**config.mk**
```make
export PLATFORM = sky130hd
export DESIGN_NAME = controller_tanh
export DESIGN_NICKNAME = d
export VERILOG_FILES = /design/src/rtl/tanh_pkg.sv /design/src/rtl/controller_tanh.sv
export SDC_FILE = /design/constraint.sdc
export NUM_CORES = 1
export LEC_CHECK = 0
export ABC_AREA = 1
export ABC_CLOCK_PERIOD_IN_PS = 1300
export CORE_AREA = 2 2 39 41
export CTS_CLUSTER_SIZE = 28
export DETAILED_ROUTE_END_ITERATION = 6
export DIE_AREA = 0 0 41 43
export PLACE_DENSITY = 0.52
export SLEW_MARGIN = 20
export SYNTH_ARGS = -nofsm -noshare
export SYNTH_HDL_FRONTEND = slang
export SYNTH_SLANG_ARGS = --single-unit
export TNS_END_PERCENT = 30
```
**constraint.sdc**
```tcl
create_clock -name clk -period 1.3 [get_ports clk]
set_clock_uncertainty 0.2 [all_clocks]
set_input_delay 0.26 -clock clk [delete_from_list [all_inputs] [get_ports clk]]
set_output_delay 0.26 -clock clk [all_outputs]
set_load 0.02 [all_outputs]
```
**src/rtl/tanh_pkg.sv**
```systemverilog
// Shared definitions for the tanh(x) Taylor-series controller and datapath.
package tanh_pkg;

  // Number of series terms, set by the datapath's 3-bit coefficient counter.
  localparam int TANH_TERMS       = 8;
  // Cycles per term iteration: multiply by x^2, multiply by ROM coefficient, accumulate.
  localparam int TANH_ITER_CYCLES = 3;

  // Controller states. Binary encoding; codes 6 and 7 are unreachable.
  typedef enum logic [2:0] {
    S_IDLE    = 3'd0,
    S_INIT    = 3'd1,
    S_MUL_SQR = 3'd2,
    S_MUL_ROM = 3'd3,
    S_ADD     = 3'd4,
    S_DONE    = 3'd5
  } state_t;

endpackage

```
**src/rtl/controller_tanh.sv**
```systemverilog
// Sequencing FSM for the tanh(x) datapath: one INIT cycle, eight
// MUL_SQR/MUL_ROM/ADD iterations, then a one-cycle DONE pulse.
module controller_tanh
  import tanh_pkg::*;
(
  input  logic clk,
  input  logic rst,
  input  logic start,
  input  logic odd_even,
  input  logic Cout,
  output logic initz,
  output logic Cen,
  output logic Ld_term,
  output logic Ld_expr,
  output logic Ld_sqr,
  output logic sel_x,
  output logic sel_rom,
  output logic sel_sqr,
  output logic sel_term,
  output logic sel_a,
  output logic sel_pr,
  output logic subsel,
  output logic busy,
  output logic done
);

  state_t state_q;
  state_t state_d;

  // State register; asynchronous reset forces IDLE immediately.
  always_ff @(posedge clk or posedge rst) begin
    if (rst) begin
      state_q <= S_IDLE;
    end else begin
      state_q <= state_d;
    end
  end

  // Next-state logic and output decode from the current state.
  always_comb begin
    state_d  = S_IDLE;
    initz    = 1'b0;
    Cen      = 1'b0;
    Ld_term  = 1'b0;
    Ld_expr  = 1'b0;
    Ld_sqr   = 1'b0;
    sel_x    = 1'b0;
    sel_rom  = 1'b0;
    sel_sqr  = 1'b0;
    sel_term = 1'b0;
    sel_a    = 1'b0;
    sel_pr   = 1'b0;
    subsel   = 1'b0;
    busy     = 1'b0;
    done     = 1'b0;

    case (state_q)
      S_IDLE: begin
        state_d = start ? S_INIT : S_IDLE;
      end
      S_INIT: begin
        // term = x, expr = x, sqr = x^2, coefficient address cleared.
        sel_x   = 1'b1;
        Ld_term = 1'b1;
        Ld_expr = 1'b1;
        Ld_sqr  = 1'b1;
        initz   = 1'b1;
        busy    = 1'b1;
        state_d = S_MUL_SQR;
      end
      S_MUL_SQR: begin
        // term = term * x^2
        sel_sqr  = 1'b1;
        sel_term = 1'b1;
        sel_pr   = 1'b1;
        Ld_term  = 1'b1;
        busy     = 1'b1;
        state_d  = S_MUL_ROM;
      end
      S_MUL_ROM: begin
        // term = term * ROM[address]
        sel_rom  = 1'b1;
        sel_term = 1'b1;
        sel_pr   = 1'b1;
        Ld_term  = 1'b1;
        busy     = 1'b1;
        state_d  = S_ADD;
      end
      S_ADD: begin
        // Even addresses subtract (x^3, x^7, ...), odd addresses add.
        // The final increment wraps the address to 0; INIT clears it anyway.
        sel_a   = 1'b1;
        Ld_expr = 1'b1;
        Cen     = 1'b1;
        busy    = 1'b1;
        subsel  = ~odd_even;
        state_d = Cout ? S_DONE : S_MUL_SQR;
      end
      S_DONE: begin
        done    = 1'b1;
        state_d = S_IDLE;
      end
      default: begin
        state_d = S_IDLE;
      end
    endcase
  end

endmodule

```
==> impl_metrics.tcl, run 1 <==
set metrics [dict create \
    cap_viol_max_count 0 \
    crit_type "register to output port" \
    cts_max_level 1 \
    final_area_um2 509 \
    drt-total-wl_um 677 \
    hold_viol_final 0 \
    critical-path-slowest-cell "dfrtp_2" \
    startpoint_type "register" \
    stdcell_count 75 \
    power_density_nw_per_um2 3270 \
    slowest_delay_ns 0.45 \
    synth_seq_cells 3 \
    fin_crit_sh 1.22 \
    cts_root_buf "clkbuf_4" \
    grt_first_pass_wirelength_um 1060 \
    drtIter0Drc 2 \
    crit_arrival_ns 1.12 \
    peakVddDrop_mv 1.02 \
    grtUsageTotal 0.0935 \
    synthToLayoutAreaGrowth_pct 131 \
    reg.largest.list "state_q: 3 flops" \
    cts_tree "built" \
    final_common_cell "buf_4" \
    violations "negative setup slack" \
    drc 0 \
    first_pass_iters 2 \
    antenna_found_initial 0 \
    clock_sinks 3 \
    crit_buf_inv 1 \
    synth.cell_area_um2 220 \
    cts_buffers 3 \
    fmax_mhz 631 \
    overflow 0 \
    largest_reg_flops 3 \
    start_util 0.159 \
    placed_area_um2 433 \
    dieArea_um2 1760 \
    drv_slew 0 \
    status "finished with violations" \
    yosys_warnings 0 \
    place_congestion 0.698 \
    slew_headroom 0.894 \
    nets 65 \
    coreArea_um2 1380 \
    drtAntennaViolNets 0 \
    path_clk_slew_ns 0.03 \
    finalSetupViolCount 14 \
    tightest_slew_ns 0.157 \
    rsz0062_at_grt "yes" \
    end_kind "output port" \
    io_buffers 18 \
    grt_max_degree 7 \
    cpLargestDelayFamily "flip-flops" \
    synthCells 34 \
    routedWlPerCell_um 9.03 \
    period_needed_ns 1.58 \
    clockBufferDepth 2 \
    required_ns 0.84 \
    clkLatencyLatePin_ns 0.23 \
    postLayoutSetupSlackWorst_ns -0.284 \
    crit_fanout 6 \
    avgViaCountPerCell 3.72 \
    die_h_um 43 \
    antennaDiodeCount 0 \
    hpwl_um 499 \
    leakagePower_nw 0.284 \
    avgSynthCellArea_um2 6.48 \
    syn-num-nets 39 \
    vias 279 \
    mostFrequentLayoutCells "buf_4, buf_6, inv_1, inv_2, clkdlybuf4s50_1" \
    crit_path_cell_trace "nor2_4 -> nand2_4 -> nand2_1 -> buf_6" \
    ios 19 \
    layout-drive-gt1-share 0.644 \
    hold_path.class "register to register" \
    dp_cells 69 \
    finalPower_mw 1.66 \
    grt_pass1_vias 252 \
    yosysUniqueCellTypes 9 \
    rows 14 \
    regMostFlops "state_q" \
    die_x_um 41 \
    seq_area_frac_synth 0.341 \
]
[cell usage after synthesis (all sizes together)]
| master | count | area (um2) |
|---|---|---|
| nor3 | 1 | 5.00 |
| nand3 | 6 | 30.0 |
| nand2 | 4 | 15.0 |
| inv | 9 | 33.8 |
| nor2 | 5 | 21.3 |
| buf | 4 | 30.0 |
| o21ai | 2 | 10.0 |
| dfrtp | 3 | 75.1 |
[repair_timing]
action / 4_1_cts / 5_1_grt
setup endpoints to repair: 14 / 16
pin swaps: 2 / 3
buffers inserted: 1 / 0
gates resized for setup: 86 / 5
hold buffers: 1 / 0
cloned: 0 / 0
hold endpoints to repair: 3 / 0
[per-layer routing]
metal / track usage / part of all wire / vias up
met5: 0 / 0 / -
met4: 0.0600 / 0 / 0
met3: 0.0471 / 0.056 / 0
met2: 0.125 / 0.51 / 8
met1: 0.113 / 0.44 / 123
li1: - / - / 148
[power breakdown]
group | switching (mW) | leakage (nW) | internal (mW)
Combinational | 0.670 | 0.234 | 0.607
Sequential | 0.0780 | 0.0356 | 0.148
Clock | 0.0451 | 0.0150 | 0.115
Total | 0.793 | 0.284 | 0.870
[cell type report]
class	instances	area, um2
inverter	9	33.8
multi-input combinational	18	124
clock buffer	4	26.3
sequential	3	77.6
timing repair buffer	25	228
tap	16	20.0
fill	158	875
[cells by family after synthesis]
logic type,share of synthesized area
AO/OA/AOI/OAI,0.0455
flip-flops,0.341
AND/OR/NAND/NOR,0.324
buffers and inverters,0.290
[tightest hold or removal path, delay by kind of cell (launching register included)]
family,cells,cell delay (ns)
flip-flops,1,0.42
AND/OR/NAND/NOR,2,0.11
AO/OA/AOI/OAI,1,0.06
[path summary, 6_finish.rpt]
check,from,end,slack [ns],cells after the start
min in group asynchronous,rst,state_q[1],0.56,3
max in group asynchronous,rst,state_q[0],0.19,3
worst min register to register,state_q[0],state_q[0],0.43,3
worst max register to register,state_q[1],state_q[2],0.04,5
worst max-delay path,state_q[1],Ld_expr,-0.28,4
worst min-delay path,state_q[0],state_q[0],0.43,3
[per-stage QoR]
stage	utilization	setup slack [ns]	hold WS, ns	setup TNS [ns]
floorplan	-	-0.118	-0.186	-0.716
global placement	0.313	-0.548	0.239	-6.82
detailed placement	0.313	-0.554	0.240	-6.92
CTS	0.357	-0.285	0.427	-3.65
global route	0.368	-0.333	0.445	-4.32
finish	0.368	-0.284	0.429	-3.42
(Power assumes the default switching activity.)
==> run 2, diff against run 1 <==
--- a/config.mk
+++ b/config.mk
@@ -6,7 +6,7 @@
 export NUM_CORES = 1
 export LEC_CHECK = 0
 export ABC_AREA = 1
-export ABC_CLOCK_PERIOD_IN_PS = 1300
+export ABC_CLOCK_PERIOD_IN_PS = 1950
 export CORE_AREA = 2 2 39 41
 export CTS_CLUSTER_SIZE = 28
 export DETAILED_ROUTE_END_ITERATION = 6
==> constraint.sdc (replaced) <==
create_clock -name clk -period 1.95 [get_ports clk]
set_clock_uncertainty 0.2 [all_clocks]
set_input_delay 0.39 -clock clk [delete_from_list [all_inputs] [get_ports clk]]
set_output_delay 0.39 -clock clk [all_outputs]
set_load 0.02 [all_outputs]
==> run 2 against run 1 <==
The run now ends clean. Worst setup slack gained 0.34 ns. Flip-flop and latch count is the same. Count of clock-buffer cells in the layout is the same. Utilization shrank 8.6 points. Highest routed layer unchanged. Die area is the same.
==> impl_metrics.tcl, run 2 (synthesized netlist as in run 1, its figures left out) <==
set metrics [dict create \
    status "complete, no violations" \
    reg.largest.list "state_q: 3 flops" \
    multiInputGateArea_um2 81.3 \
    cts_resized 16 \
    tightest_slew_ns 0.206 \
    vias 264 \
    power_density_nw_per_um2 2110 \
    required_ns 1.36 \
    mostFrequentLayoutCells "inv_1, clkbuf_2, nand3_1, dlygate4sd2_1" \
    cts_root_buf "clkbuf_4" \
    slew_headroom 0.863 \
    dpl_worst_slack_ns -0.142 \
    cts_max_level 1 \
    postLayoutSetupSlackWorst_ns 0.0610 \
    fmax_mhz 529 \
    ios 19 \
    nets 60 \
    layout-drive-gt1-share 0.241 \
    drt-total-wl_um 588 \
    crit_type "register to output port" \
    coreArea_um2 1380 \
    hold_viol_final 0 \
    cap_viol_max_count 0 \
    hold_path.class "input port to async pin" \
    end_kind "output port" \
    drv_slew 0 \
    synthToLayoutAreaGrowth_pct 77.3 \
    n_fill_cell 170 \
    hold_buffers 0 \
    rsz0062_at_grt "yes" \
    grt_pass1_vias 234 \
    cpLargestDelayFamily "flip-flops" \
    largest_reg_flops 3 \
    clockBufferDepth 2 \
    start_util 0.159 \
    path_clk_slew_ns 0.04 \
    rows 14 \
    overflow 0 \
    drtAntennaViolNets 0 \
    leakagePower_nw 0.248 \
    finalSetupViolCount 0 \
    startpoint_type "register" \
    post_cts_buffers 0 \
    die_x_um 41 \
    place_congestion 0.740 \
    first_pass_iters 4 \
    hpwl_um 487 \
    peakVddDrop_mv 0.583 \
    io_buffers 18 \
    crit_start "state_q[1]" \
    crit_path_cell_trace "nor2_2 -> nand2_1 -> inv_1 -> clkdlybuf4s15_1" \
    grt_max_degree 7 \
    antenna_found_initial 0 \
    dieArea_um2 1760 \
    routedWlPerCell_um 8.40 \
    drtIter0Drc 4 \
    slowest_delay_ns 0.43 \
    crit_buf_inv 2 \
    fin_crit_sh 0.969 \
    cts_buffers 3 \
    avgViaCountPerCell 3.77 \
    clkLatencyLatePin_ns 0.23 \
    crit_arrival_ns 1.30 \
    antennaDiodeCount 0 \
    final_common_cell "inv_1" \
    grt_first_pass_wirelength_um 910 \
    cts_tree "built" \
    regMostFlops "state_q" \
    die_h_um 43 \
    finalPower_mw 0.822 \
    grtUsageTotal 0.0826 \
    crit_fanout 6 \
    finish.utilization 0.282 \
    seq_area_um2 75.1 \
    period_needed_ns 1.89 \
    clock_sinks 3 \
    drc 0 \
    finalSetupTns_ns 0 \
    r2r-start "state_q[1]" \
    critical-path-slowest-cell "dfrtp_1" \
]
-- run 2: changes by cell type in the layout (fill, tap and decap cells not counted), sizes merged --
cell	previous run	this run
buf	20	2
clkbuf	4	11
clkdlybuf4s15	0	2
dlygate4sd2	0	5
dlygate4sd3	1	0
-- run 2: per-stage QoR --
stage | std cells | instance area, um2 | hold WS, ns
after floorplan | 34 | 220 | -0.0564
after global placement | 66 | 405 | 0.370
after detailed placement | 66 | 405 | 0.370
after CTS | 70 | 417 | 0.130
after global routing | 70 | 390 | 0.139
final | 70 | 390 | 0.130
-- run 2: power breakdown --
part | switching [mW] | total (mW) | leakage, nW | internal, mW
sequential | 0.0362 | 0.131 | 0.0379 | 0.0946
clock | 0.0311 | 0.108 | 0.0150 | 0.0766
combinational | 0.372 | 0.584 | 0.195 | 0.212
total | 0.439 | 0.822 | 0.248 | 0.383
-- run 2: layer usage --
metal | share of wire | track usage | vias up
met1 | 0.43 | 0.0942 | 118
li1 | - | - | 139
met2 | 0.52 | 0.109 | 7
met4 | 0 | 0.0600 | 0
met5 | 0 | 0 | -
met3 | 0.046 | 0.0471 | 0
-- run 2: path summary, 6_finish.rpt --
check                        endpoint  slack [ns]  cells after the start
max reg2reg                state_q[2]        0.77                      4
max in group asynchronous  state_q[2]        1.29                      2
max                             sel_a        0.06                      4
min in group clk           state_q[0]        0.40                      3
min reg2reg                state_q[0]        0.40                      3
min                        state_q[1]        0.13                      2
-- run 2: final cells by class --
class                      count  share of cell area
inverter                       9              0.0865
tap                           16              0.0513
sequential                     3               0.192
multi-input combinational     18               0.208
timing repair buffer          20               0.394
clock buffer                   4              0.0673
==> run 3, diff against run 2 <==
--- a/config.mk
+++ b/config.mk
@@ -8,6 +8,7 @@
 export ABC_AREA = 1
 export ABC_CLOCK_PERIOD_IN_PS = 1950
 export CORE_AREA = 2 2 39 41
+export CTS_CLUSTER_DIAMETER = 120
 export CTS_CLUSTER_SIZE = 28
 export DETAILED_ROUTE_END_ITERATION = 6
 export DIE_AREA = 0 0 41 43
==> results of run 3 <==
No change in the layout: final DEF, timing and power equal those of run 2.
